### src/rtl/eval_unit_arbiter_if.sv
// Signal bundle between requesters, the shared 4-input function unit and the arbiter.
// slave is the arbiter side; master is the requester/unit side.
interface eval_unit_arbiter_if #(
   parameter int N_REQ = 4
) ();
   logic [N_REQ-1:0]   req;
   logic [4*N_REQ-1:0] opnd;
   logic [N_REQ-1:0]   ack;
   logic               result;
   logic               start;
   logic               sweep_done;
   logic [15:0]        tt;
   logic               busy;
   logic               a;
   logic               b;
   logic               c;
   logic               d;
   logic               f;

   modport slave (
      input  req, opnd, start, f,
      output ack, result, sweep_done, tt, busy, a, b, c, d
   );

   modport master (
      output req, opnd, start, f,
      input  ack, result, sweep_done, tt, busy, a, b, c, d
   );
endinterface

### src/rtl/eval_unit_arbiter.sv
// Round-robin arbiter sharing one combinational 4-input Boolean unit among N_REQ
// requesters, plus a 16-code self-sweep that captures the unit's truth table.
module eval_unit_arbiter #(
   parameter int N_REQ = 4
) (
   input  logic               clk,
   input  logic               rst_n,
   eval_unit_arbiter_if.slave bus
);
   localparam int PW = (N_REQ > 1) ? $clog2(N_REQ) : 1;

   typedef enum logic [1:0] {IDLE, EVAL, SWEEP, DONE} state_t;

   state_t           state_reg, state_next;
   logic [3:0]       abcd_reg, abcd_next;
   logic [3:0]       idx_reg, idx_next;
   logic [PW-1:0]    ptr_reg, ptr_next;
   logic [PW-1:0]    win_reg, win_next;
   logic [N_REQ-1:0] ack_reg, ack_next;
   logic             result_reg, result_next;
   logic             done_reg, done_next;
   logic [15:0]      tt_reg, tt_next;

   logic [N_REQ-1:0] eligible;
   logic [3:0]       opnd_arr [N_REQ];
   logic             pick_valid;
   logic [PW-1:0]    pick_id;

   // A requester is masked while its ACK is high so a held REQ is not granted twice.
   genvar gi;
   generate
      for (gi = 0; gi < N_REQ; gi++) begin : g_req
         assign eligible[gi] = bus.req[gi] & ~ack_reg[gi];
         assign opnd_arr[gi] = bus.opnd[4*gi +: 4];
      end
   endgenerate

   always_comb begin
      int            cand;
      logic [PW-1:0] cand_id;
      pick_valid = 1'b0;
      pick_id    = '0;
      cand       = 0;
      cand_id    = '0;
      for (int off = 0; off < N_REQ; off++) begin
         cand = int'(ptr_reg) + off;
         if (cand >= N_REQ) cand = cand - N_REQ;
         cand_id = PW'(cand);
         if (!pick_valid && eligible[cand_id]) begin
            pick_valid = 1'b1;
            pick_id    = cand_id;
         end
      end
   end

   always_comb begin
      state_next  = state_reg;
      abcd_next   = abcd_reg;
      idx_next    = idx_reg;
      ptr_next    = ptr_reg;
      win_next    = win_reg;
      ack_next    = '0;
      result_next = result_reg;
      done_next   = 1'b0;
      tt_next     = tt_reg;
      case (state_reg)
         IDLE: begin
            if (bus.start) begin
               state_next = SWEEP;
               idx_next   = 4'd0;
               abcd_next  = 4'd0;
            end else if (pick_valid) begin
               state_next = EVAL;
               abcd_next  = opnd_arr[pick_id];
               win_next   = pick_id;
            end
         end
         EVAL: begin
            state_next        = IDLE;
            result_next       = bus.f;
            ack_next[win_reg] = 1'b1;
            ptr_next          = (win_reg == PW'(N_REQ - 1)) ? '0 : win_reg + PW'(1);
         end
         SWEEP: begin
            tt_next[idx_reg] = bus.f;
            if (idx_reg != 4'd15) begin
               idx_next  = idx_reg + 4'd1;
               abcd_next = idx_reg + 4'd1;
            end else begin
               state_next = DONE;
               done_next  = 1'b1;
            end
         end
         DONE: begin
            state_next = IDLE;
         end
         default: begin
            state_next = IDLE;
         end
      endcase
   end

   always_ff @(posedge clk or negedge rst_n) begin
      if (!rst_n) begin
         state_reg  <= IDLE;
         abcd_reg   <= '0;
         idx_reg    <= '0;
         ptr_reg    <= '0;
         win_reg    <= '0;
         ack_reg    <= '0;
         result_reg <= 1'b0;
         done_reg   <= 1'b0;
         tt_reg     <= '0;
      end else begin
         state_reg  <= state_next;
         abcd_reg   <= abcd_next;
         idx_reg    <= idx_next;
         ptr_reg    <= ptr_next;
         win_reg    <= win_next;
         ack_reg    <= ack_next;
         result_reg <= result_next;
         done_reg   <= done_next;
         tt_reg     <= tt_next;
      end
   end

   assign bus.a          = abcd_reg[3];
   assign bus.b          = abcd_reg[2];
   assign bus.c          = abcd_reg[1];
   assign bus.d          = abcd_reg[0];
   assign bus.ack        = ack_reg;
   assign bus.result     = result_reg;
   assign bus.sweep_done = done_reg;
   assign bus.tt         = tt_reg;
   assign bus.busy       = (state_reg != IDLE);
endmodule

### src/flat_wrapper.sv
// flat-port wrapper written by rule: the top's interface ports become plain ports
module eval_unit_arbiter_flat 
#(
   parameter int N_REQ = 4
)
  (clk, rst_n, bus_req, bus_opnd, bus_start, bus_f, bus_ack, bus_result, bus_sweep_done, bus_tt, bus_busy, bus_a, bus_b, bus_c, bus_d);
  eval_unit_arbiter_if #(.N_REQ(N_REQ)) bus_i ();
  input  logic clk;
  input  logic rst_n;
  input wire logic [$bits(bus_i.req)-1:0] bus_req;
  input wire logic [$bits(bus_i.opnd)-1:0] bus_opnd;
  input wire logic [$bits(bus_i.start)-1:0] bus_start;
  input wire logic [$bits(bus_i.f)-1:0] bus_f;
  output wire logic [$bits(bus_i.ack)-1:0] bus_ack;
  output wire logic [$bits(bus_i.result)-1:0] bus_result;
  output wire logic [$bits(bus_i.sweep_done)-1:0] bus_sweep_done;
  output wire logic [$bits(bus_i.tt)-1:0] bus_tt;
  output wire logic [$bits(bus_i.busy)-1:0] bus_busy;
  output wire logic [$bits(bus_i.a)-1:0] bus_a;
  output wire logic [$bits(bus_i.b)-1:0] bus_b;
  output wire logic [$bits(bus_i.c)-1:0] bus_c;
  output wire logic [$bits(bus_i.d)-1:0] bus_d;
  assign bus_i.req = bus_req;
  assign bus_i.opnd = bus_opnd;
  assign bus_i.start = bus_start;
  assign bus_i.f = bus_f;
  assign bus_ack = bus_i.ack;
  assign bus_result = bus_i.result;
  assign bus_sweep_done = bus_i.sweep_done;
  assign bus_tt = bus_i.tt;
  assign bus_busy = bus_i.busy;
  assign bus_a = bus_i.a;
  assign bus_b = bus_i.b;
  assign bus_c = bus_i.c;
  assign bus_d = bus_i.d;
  eval_unit_arbiter #(.N_REQ(N_REQ)) u_core (.clk(clk), .rst_n(rst_n), .bus(bus_i));
endmodule
### config.mk
export PLATFORM = sky130hd
export DESIGN_NAME = eval_unit_arbiter_flat
export DESIGN_NICKNAME = d
export VERILOG_FILES = /design/src/rtl/eval_unit_arbiter_if.sv /design/src/rtl/eval_unit_arbiter.sv /design/src/flat_wrapper.sv
export SDC_FILE = /design/constraint.sdc
export NUM_CORES = 1
export LEC_CHECK = 0
export ABC_AREA = 1
export CAP_MARGIN = 20
export CORE_UTILIZATION = 56
export CTS_BUF_LIST = sky130_fd_sc_hd__clkbuf_4
export DETAILED_ROUTE_END_ITERATION = 6
export HOLD_SLACK_MARGIN = 0.03
export PLACE_DENSITY = 0.88
export SLEW_MARGIN = 10
export SYNTH_ARGS = -nofsm -noshare
export SYNTH_HDL_FRONTEND = slang
export SYNTH_SLANG_ARGS = --single-unit
### constraint.sdc
create_clock -name clk -period 3.62 [get_ports clk]
set_input_delay 0.543 -clock clk [delete_from_list [all_inputs] [get_ports clk]]
set_output_delay 0.543 -clock clk [all_outputs]
set_load 0.01 [all_outputs]
==> out/metrics.cfg, run 1 <==
[drt]
wire_per_inst_um=12.0
detail-route-antenna-nets=0
drt_iter0_drc=140
wl_um=4700
vias=2041
via_per_inst=5.22
drcViolationCount=0
dr.pass1.iters=4

[power_and_ir_drop]
power.share.clock_pct=12.8
seq_power_share_pct=29.1
p_int_mw=1.20
p_switching_mw=1.03
p_comb_share_pct=58.1
ir_worst_vdd_uv=459
powerDensity_mw_per_mm2=796
netSwitchingFraction_pct=46.2
power_leakage_nw=1.32
power_mw=2.23

[synthesis]
synth_cell_types=23
synth_edf_count=0
synth_nets=320
avgSynthCellArea_um2=7.59
synthFlopType=dfrtp_1
yosysSeqAreaShare_pct=41.2
synth_area_mm2=0.00219
ys_warn_count=0
synth_cells=288
async_reset_ff_share_pct=100
ys_ff_latch=36

[setup_path]
max_stage_delay_ns=0.56
start_kind=register
crit_fanout=13
crit_family=simple AND/OR/NAND/NOR gates
cp_common_cell=nor2_1
cp_num_buf_inv=3
critical_path_class=register to register
worst-endpoint-required_ns=3.86
crit_slowest_cell=nor2_1
cp_cell_sequence=inv_1 -> nor2_1 -> inv_1 -> nor2_1 -> nor2_1 -> o21ai_4 -> inv_1 -> nor2_1 -> a21oi_1
cp_data_arrival_time_ns=2.40
cp-end-kind=register

[timing]
finalCritPeriodShare_pct=59.7
skew_ns=0.00985
hold_viol=0
slew_viol_final=0
relSlewSlack_pct=50.6
tightest_slew_ns=0.739
rsz0062_at_grt=no
fin_setup_tns_ns=0
setup_viol=0
max_freq_mhz=463
min_period_ns=2.16

[clock_tree]
cts_hold_buffers=0
cts_sinks=36
clkTransAtPathRegs_ns=0.11
post-cts-setup-buffers=0
cts.path.max_buffers=2
clk_latency_ns=0.35
cts_resized=0
cts_buffers=5
root_buffer=clkbuf_4
cts_tree=done
htreeDepth=2

[finish]
fillers=270
syn_to_final_growth_pct=28.1
layout_common_cells=55 x nand2_1, 50 x clkdlybuf4s50_1, 47 x nor2_1
nNetsFinal=374
final_area_mm2=0.00280
drive_gt1_share_pct=7.58
num_antenna_cells=0
largest_reg_flops=16
instances_no_fill=391
final_core_util_pct=75.4
layout_commonest_cell=nand2_1

[die]
die-area_mm2=0.00416
num_rows=22
ios=51
initial_core_util_pct=58.9
coreArea_mm2=0.00372
die_h_um=64.5
fp.dieW_um=64.5

[placed_design]
place_congestion=0.875
hpwl_um=3500
placed_cells=383
placed_area_mm2=0.00272
io_buffers=50

[grt]
grt_first_pass_wirelength_um=7870
grt_start_max_net_pins=37
antenna_found_initial=0
track_usage_pct=24.6
grt_overflow=0
first_global_vias=1856

[run]
drv.max_cap_violation_count=0

[hold_path]
hold_path_class=register to register

[outcome]
status=completed

[cell usage after synthesis, types with 2 or more instances]
cell type / number / area share [%]
nand2_4: 4 / 2.1
ha_1: 8 / 4.6
a21oi_1: 22 / 5.0
nor2_1: 47 / 8.1
buf_6: 2 / 1.0
nand3_2: 3 / 1.4
nand4_1: 11 / 3.1
o21ai_0: 12 / 2.7
nand3_4: 2 / 1.6
nand3_1: 30 / 6.9
nand2_1: 55 / 9.4
dfrtp_1: 36 / 41
nand2_2: 3 / 0.86
inv_1: 44 / 7.6
[routing by layer]
metal,vias to the layer above,global-route usage (%),wire length [um]
li1,1030,-,-
met1,940,31.4,2030
met2,59,40.5,2310
met3,12,4.40,240
met4,0,11.7,119
met5,-,0,0
[area by class of cell]
cell class | count | area, um2 | area share, %
multi-input combinational | 202 | 1070 | 38.3
sequential | 36 | 901 | 32.2
timing repair buffer | 51 | 508 | 18.1
inverter | 46 | 180 | 6.43
tap | 48 | 60.1 | 2.14
clock buffer | 6 | 45.0 | 1.61
clock inverter | 2 | 35.0 | 1.25
[through the flow]
| stage | hold slack [ns] | setup WS (ns) |
|---|---|---|
| 2_1_floorplan | 0.247 | 1.94 |
| 3_3_place_gp | 0.476 | 1.38 |
| 3_5_place_dp | 0.487 | 1.33 |
| 4_1_cts | 0.512 | 1.45 |
| 5_1_grt | 0.554 | 1.16 |
| 6_report | 0.506 | 1.46 |
[power by group through the flow]
stage          clock network [mW]  logic [mW]  registers [mW]
6_report                    0.285        1.30           0.650
5_1_grt                     0.310        1.45           0.665
4_1_cts                     0.289        1.30           0.649
3_5_place_dp                    0        1.28           0.655
3_3_place_gp                    0        1.25           0.652
2_1_floorplan                   0       0.906           0.659
[worst register-to-register path: cells and delay by family, from the launching register on]
kind / cells / cell delay, ns
AND/OR/NAND/NOR: 4 / 1.15
buffers and inverters: 3 / 0.36
flip-flops: 1 / 0.38
AO/OA/AOI/OAI: 2 / 0.16
[logic make-up (layout without fill, tap and decap cells)]
group / count (synthesis) / count (layout) / share of synthesized area (%)
adders and majority gates: 8 / 8 / 4.58
and+or+nand+nor: 157 / 157 / 35.3
DFF: 36 / 36 / 41.2
AOI/OAI and AO/OA: 37 / 37 / 9.15
buffers and inverters: 50 / 105 / 9.78
[worst paths after layout]
check	slack, ns	depth (start not counted)	endpoint	from
setup reg to reg	1.46	9	u_core.abcd_reg[0]	u_core.state_reg[1]
max in group asynchronous	2.71	2	u_core.bus.tt[8]	rst_n
hold reg to reg	0.51	2	u_core.bus.tt[1]	u_core.bus.tt[1]
min in group asynchronous	0.59	2	u_core.bus.tt[0]	rst_n
hold / removal	0.51	2	u_core.bus.tt[1]	u_core.bus.tt[1]
setup / recovery	1.46	9	u_core.abcd_reg[0]	u_core.state_reg[1]
No activity file was read; power rests on OpenSTA's default activity.
==> run 2, diff against run 1 <==
--- a/config.mk
+++ b/config.mk
@@ -7,11 +7,11 @@
 export LEC_CHECK = 0
 export ABC_AREA = 1
 export CAP_MARGIN = 20
-export CORE_UTILIZATION = 56
+export CORE_UTILIZATION = 47
 export CTS_BUF_LIST = sky130_fd_sc_hd__clkbuf_4
 export DETAILED_ROUTE_END_ITERATION = 6
 export HOLD_SLACK_MARGIN = 0.03
-export PLACE_DENSITY = 0.88
+export PLACE_DENSITY = 0.79
 export SLEW_MARGIN = 10
 export SYNTH_ARGS = -nofsm -noshare
 export SYNTH_HDL_FRONTEND = slang
==> constraint.sdc (replaced) <==
create_clock -name clk -period 1.89 [get_ports clk]
set_input_delay 0.2835 -clock clk [delete_from_list [all_inputs] [get_ports clk]]
set_output_delay 0.2835 -clock clk [all_outputs]
set_load 0.01 [all_outputs]
==> out/metrics.cfg, run 2 (same netlist as run 1, synthesis figures left out) <==
[setup_path]
cp_num_buf_inv=4  ; +1
start_kind=register
crit_fanout=7  ; -6
crit_slowest_cell=dfrtp_1
r2r-start=u_core.ptr_reg[0]
worst-endpoint-required_ns=2.16  ; -1.70 ns
cp_common_cell=nand2_1
worstSetupStartpoint=u_core.ptr_reg[0]
max_stage_delay_ns=0.41  ; -0.15 ns
cp_cell_sequence=buf_12 -> clkinv_8 -> nand3_4 -> nand2_2 -> buf_4 -> nand2_1 -> nand4_1 -> nand3_2 -> nand2_4 -> inv_4 -> nand3_2 -> nand2_1 -> nand2_1 -> a21oi_1
crit_family=simple AND/OR/NAND/NOR gates
critical_path_class=register to register
cp-end-kind=register
cp_data_arrival_time_ns=2.19  ; -0.21 ns

[die]
coreArea_mm2=0.00441  ; +19%
die_h_um=70.2  ; +8.9%
ios=51  ; unchanged
fp.dieW_um=70.2  ; +8.9%
num_rows=24  ; +9.1%
die-area_mm2=0.00493  ; +19%
initial_core_util_pct=49.5  ; -9.3 points

[clock_tree]
clk_latency_ns=0.33  ; -0.02 ns
clkTransAtPathRegs_ns=0.11  ; about the same
cts_hold_buffers=0  ; unchanged
root_buffer=clkbuf_4
cts_buffers=5  ; unchanged
cts_sinks=36  ; unchanged
htreeDepth=2  ; unchanged
cts.path.max_buffers=2  ; unchanged
cts_tree=done

[timing]
skew_ns=0.00713  ; -0.00272 ns
relSlewSlack_pct=68.6  ; +18 points
tightest_slew_ns=0.470  ; -0.269 ns
hold_viol=0  ; unchanged
fin_setup_tns_ns=-0.0656  ; -0.0656 ns
rsz0062_at_grt=yes
slew_viol_final=0  ; unchanged
max_freq_mhz=521  ; +13%
worst_slack_ns=-0.0286  ; -1.49 ns
hold_ws_ns=0.350  ; -0.156 ns
setup_viol=4  ; +4
min_period_ns=1.92  ; -0.243 ns
finalCritPeriodShare_pct=102  ; +42 points

[grt]
antenna_found_initial=0  ; unchanged
track_usage_pct=20.4  ; -4.2 points
grt_overflow=0  ; unchanged
grt_first_pass_wirelength_um=8100  ; +2.9%
first_global_vias=1843  ; -0.70%
grt_start_max_net_pins=37  ; unchanged

[outcome]
status=complete, but fails checks
violations=setup timing

[drt]
wire_per_inst_um=14.4  ; +20%
vias=2216  ; +8.6%
wl_um=6040  ; +28%
dr.pass1.iters=5  ; +1
detail-route-antenna-nets=0  ; unchanged
drcViolationCount=0  ; unchanged
drt_iter0_drc=123  ; -12%
via_per_inst=5.30  ; +1.6%

[finish]
nNetsFinal=397  ; +6.1%
layout_commonest_cell=clkdlybuf4s50_1
fillers=308  ; +14%
num_antenna_cells=0  ; unchanged
drive_gt1_share_pct=21.3  ; +14 points
layout_common_cells=50 x clkdlybuf4s50_1, 45 x nor2_1, 43 x inv_1
largest_reg_flops=16  ; unchanged
instances_no_fill=418  ; +6.9%
seq_area_um2=902  ; +0.14%
syn_to_final_growth_pct=47.4
multi_input_area_mm2=0.00127  ; +19%

[power_and_ir_drop]
power_leakage_nw=1.49  ; +13%
powerDensity_mw_per_mm2=1630  ; +110%
ir_worst_vdd_uv=914  ; +99%

[placed_design]
place_congestion=0.875  ; about the same
placed_cells=396  ; +3.4%
hpwl_um=3570  ; +2.0%
io_buffers=50  ; unchanged

[run]
drv.max_cap_violation_count=0  ; unchanged

[hold_path]
hold_path_class=input port to asynchronous set/reset pin

run 2: changes by cell type in the layout (fill, tap and decap cells not counted), moves of 3 or more:
cell	change
nand3_4	+8
nand2_1	-13
nand3_1	-12
buf_12	+3
nand2_2	+8
nand3_2	+4
nand2_4	+5
buf_4	+18
run 2: metrics by stage:
step                      cell area [um2]  worst slack (ns)  utilization [%]  power [mW]
after global placement               2810           -0.0824             63.6        3.81
after floorplan                      2190             0.224                -        3.00
final                                3220           -0.0286             73.0        5.27
after detailed placement             2810            -0.138             63.6        3.87
after CTS                            2880            0.0163             65.3        4.42
after global routing                 3220            -0.129             73.0        5.62
run 2: area by class of cell:
type | instances | share of cell area, %
multi-input combinational | 203 | 39.5
sequential | 36 | 28.0
timing repair buffer | 73 | 22.2
inverter | 46 | 5.98
tap | 52 | 2.02
clock buffer | 5 | 1.16
clock inverter | 3 | 1.16
run 2: what timing repair did:
action	in CTS	in global routing
gates resized for setup	0	51
endpoints found under the setup margin	0	6
buffers inserted	0	13
run 2: power by group:
| part | internal, mW | total [mW] | switching, mW |
|---|---|---|---|
| Sequential | 1.02 | 1.23 | 0.202 |
| Combinational | 1.53 | 3.52 | 2.00 |
| Clock | 0.270 | 0.518 | 0.247 |
| Total | 2.82 | 5.27 | 2.45 |
run 2: path summary, 6_finish.rpt:
path / end / slack, ns / cells after the start
max: u_core.abcd_reg[0] / -0.03 / 14
min: u_core.bus.tt[4] / 0.35 / 2
max reg2reg: u_core.abcd_reg[0] / -0.03 / 14
min reg2reg: u_core.bus.tt[2] / 0.50 / 2
max in group asynchronous: u_core.ptr_reg[1] / 1.20 / 2
min in group clk: u_core.bus.tt[2] / 0.50 / 2
run 2: routing by layer:
layer	routed length [um]	up-vias	global-route usage (%)
met5	0	-	0
met4	110	0	5.33
met3	313	14	4.04
met2	2920	89	32.1
met1	2700	1026	29.0
li1	-	1087	-
run 2: worst register-to-register path: stages (launching register included):
cell	delay, ns
dfrtp_1	0.41
buf_12	0.15
clkinv_8	0.09
nand3_4	0.10
nand2_2	0.09
buf_4	0.14
nand2_1	0.11
nand4_1	0.14
nand3_2	0.12
nand2_4	0.09
inv_4	0.08
nand3_2	0.07
nand2_1	0.07
nand2_1	0.05
a21oi_1	0.14
==> run 3, diff against run 2 <==
--- a/config.mk
+++ b/config.mk
@@ -7,11 +7,9 @@
 export LEC_CHECK = 0
 export ABC_AREA = 1
 export CAP_MARGIN = 20
-export CORE_UTILIZATION = 47
-export CTS_BUF_LIST = sky130_fd_sc_hd__clkbuf_4
+export CORE_UTILIZATION = 25
 export DETAILED_ROUTE_END_ITERATION = 6
 export HOLD_SLACK_MARGIN = 0.03
-export PLACE_DENSITY = 0.79
 export SLEW_MARGIN = 10
 export SYNTH_ARGS = -nofsm -noshare
 export SYNTH_HDL_FRONTEND = slang
==> out/metrics.cfg, run 3 (same netlist as run 1, synthesis figures left out) <==
[power_and_ir_drop]
powerDensity_mw_per_mm2=1610  ; -1.3%
power_mw=5.32  ; +0.93%
ir_worst_vdd_uv=703  ; -23%
power_leakage_nw=1.50  ; +0.53%

[timing]
min_period_ns=1.86  ; -0.0608 ns
tightest_slew_ns=0.525  ; +0.0543 ns
skew_ns=0.00388  ; -0.00325 ns
rsz0062_at_grt=yes
max_freq_mhz=538  ; +3.3%
relSlewSlack_pct=65.0  ; -3.6 points
slew_viol_final=0  ; unchanged
setup_viol=0  ; -4
finalCritPeriodShare_pct=98.3  ; -3.2 points
hold_viol=0  ; unchanged

[setup_path]
worst-endpoint-required_ns=2.11  ; -0.05 ns
r2r-start=u_core.ptr_reg[0]
cp-end-kind=register
start_kind=register
worstSetupStartpoint=u_core.ptr_reg[0]
crit_fanout=8  ; +1
cp_data_arrival_time_ns=2.07  ; -0.12 ns
rr_worst_depth=14  ; unchanged
r2r_setup_slack_ns=0.03  ; +0.06 ns
rr_endpoint=u_core.abcd_reg[2]
critical_path_class=register to register

[clock_tree]
cts_buffers=5  ; unchanged
cts.path.max_buffers=2  ; unchanged
root_buffer=clkbuf_8
clk_latency_ns=0.28  ; -0.05 ns
clkTransAtPathRegs_ns=0.07  ; -0.04 ns
cts_hold_buffers=0  ; unchanged
cts_tree=done
htreeDepth=2  ; unchanged
cts_sinks=36  ; unchanged

[drt]
via_per_inst=4.62  ; -13%
drcViolationCount=0  ; unchanged
vias=2191  ; -1.1%
drt_iter0_drc=90  ; -27%
wl_um=6030  ; -0.22%
dr.pass1.iters=4  ; -1
detail-route-antenna-nets=0  ; unchanged
wire_per_inst_um=12.7  ; -12%

[die]
die_h_um=95.5  ; +36%
num_rows=33  ; +38%
initial_core_util_pct=26.2  ; -23 points
die-area_mm2=0.00913  ; +85%
coreArea_mm2=0.00834  ; +89%
fp.dieW_um=95.5  ; +36%
ios=51  ; unchanged

[hold_path]
hold_path_class=input port to asynchronous set/reset pin

[finish]
largest_reg_flops=16  ; unchanged
drive_gt1_share_pct=23.3  ; +2.0 points
layout_commonest_cell=clkdlybuf4s50_1
num_antenna_cells=0  ; unchanged
syn_to_final_growth_pct=50.7
nNetsFinal=401  ; +1.0%
instances_no_fill=474  ; +13%
layout_common_cells=50 x clkdlybuf4s50_1, 46 x nor2_1, 43 x inv_1
final_core_util_pct=39.5  ; -34 points

[outcome]
status=completed

[placed_design]
hpwl_um=4020  ; +13%
placed_cells=448  ; +13%
io_buffers=50  ; unchanged
place_congestion=0.879  ; +0.51%

[grt]
first_global_vias=2019  ; +9.5%
grt_overflow=0  ; unchanged
track_usage_pct=12.5  ; -7.9 points
antenna_found_initial=0  ; unchanged
grt_first_pass_wirelength_um=8890  ; +9.8%
grt_start_max_net_pins=37  ; unchanged

[run]
drv.max_cap_violation_count=0  ; unchanged

run 3: metrics by stage:
step,hold WS [ns],cell area (um2),setup TNS [ns],worst slack [ns]
after floorplan,-0.0121,2190,0,0.224
after global placement,0.470,2870,-0.272,-0.0784
after detailed placement,0.476,2870,-0.456,-0.123
after CTS,0.421,2960,0,0.0263
after global routing,0.481,3300,-0.242,-0.0728
final,0.412,3300,0,0.0322
run 3: where the power goes:
part | internal (mW) | leakage (nW) | switching (mW)
sequential | 1.03 | 0.412 | 0.177
combinational | 1.55 | 1.03 | 1.98
clock | 0.325 | 0.0503 | 0.262
total | 2.90 | 1.50 | 2.42
run 3: timing repair:
action / CTS / global route
setup buffers: 0 / 17
resized for setup: 0 / 50
setup endpoints to repair: 0 / 6
run 3: layout make-up:
cell class	instances	area (um2)
Tap cell	105	131
Multi-Input combinational cell	204	1260
Fill cell	868	5040
Inverter	46	190
Timing Repair Buffer	76	712
Clock buffer	7	96.3
Sequential cell	36	902
run 3: worst max-delay path, cell delays in order (launching register included):
cell and delay, ns:
dfrtp_1 0.37, buf_12 0.15, clkinv_8 0.09, nand3_4 0.08
nand2_2 0.07, buf_4 0.13, nand2_1 0.06, nand4_1 0.10
nand3_1 0.11, nand2_2 0.13, inv_4 0.11, nand3_2 0.07
nand2_2 0.08, nand2_1 0.07, a21oi_2 0.15
run 3: worst max-delay path by stage:
stage | to | slack [ns]
after floorplan | u_core.abcd_reg[1] | 0.22
after global placement | u_core.abcd_reg[2] | -0.08
after detailed placement | u_core.abcd_reg[2] | -0.12
after CTS | u_core.abcd_reg[2] | 0.03
after global routing | u_core.abcd_reg[2] | -0.07
final | u_core.abcd_reg[2] | 0.03
run 3: per-layer routing:
metal / wire length (um) / part of all wire [%] / track usage (%) / vias to the layer above
li1: - / - / - / 1089
met1: 2520 / 42 / 15.5 / 1008
met4: 80 / 1.3 / 3.73 / 0
met2: 3010 / 50 / 21.4 / 85
met5: 0 / 0 / 0 / -
met3: 408 / 6.8 / 2.87 / 9
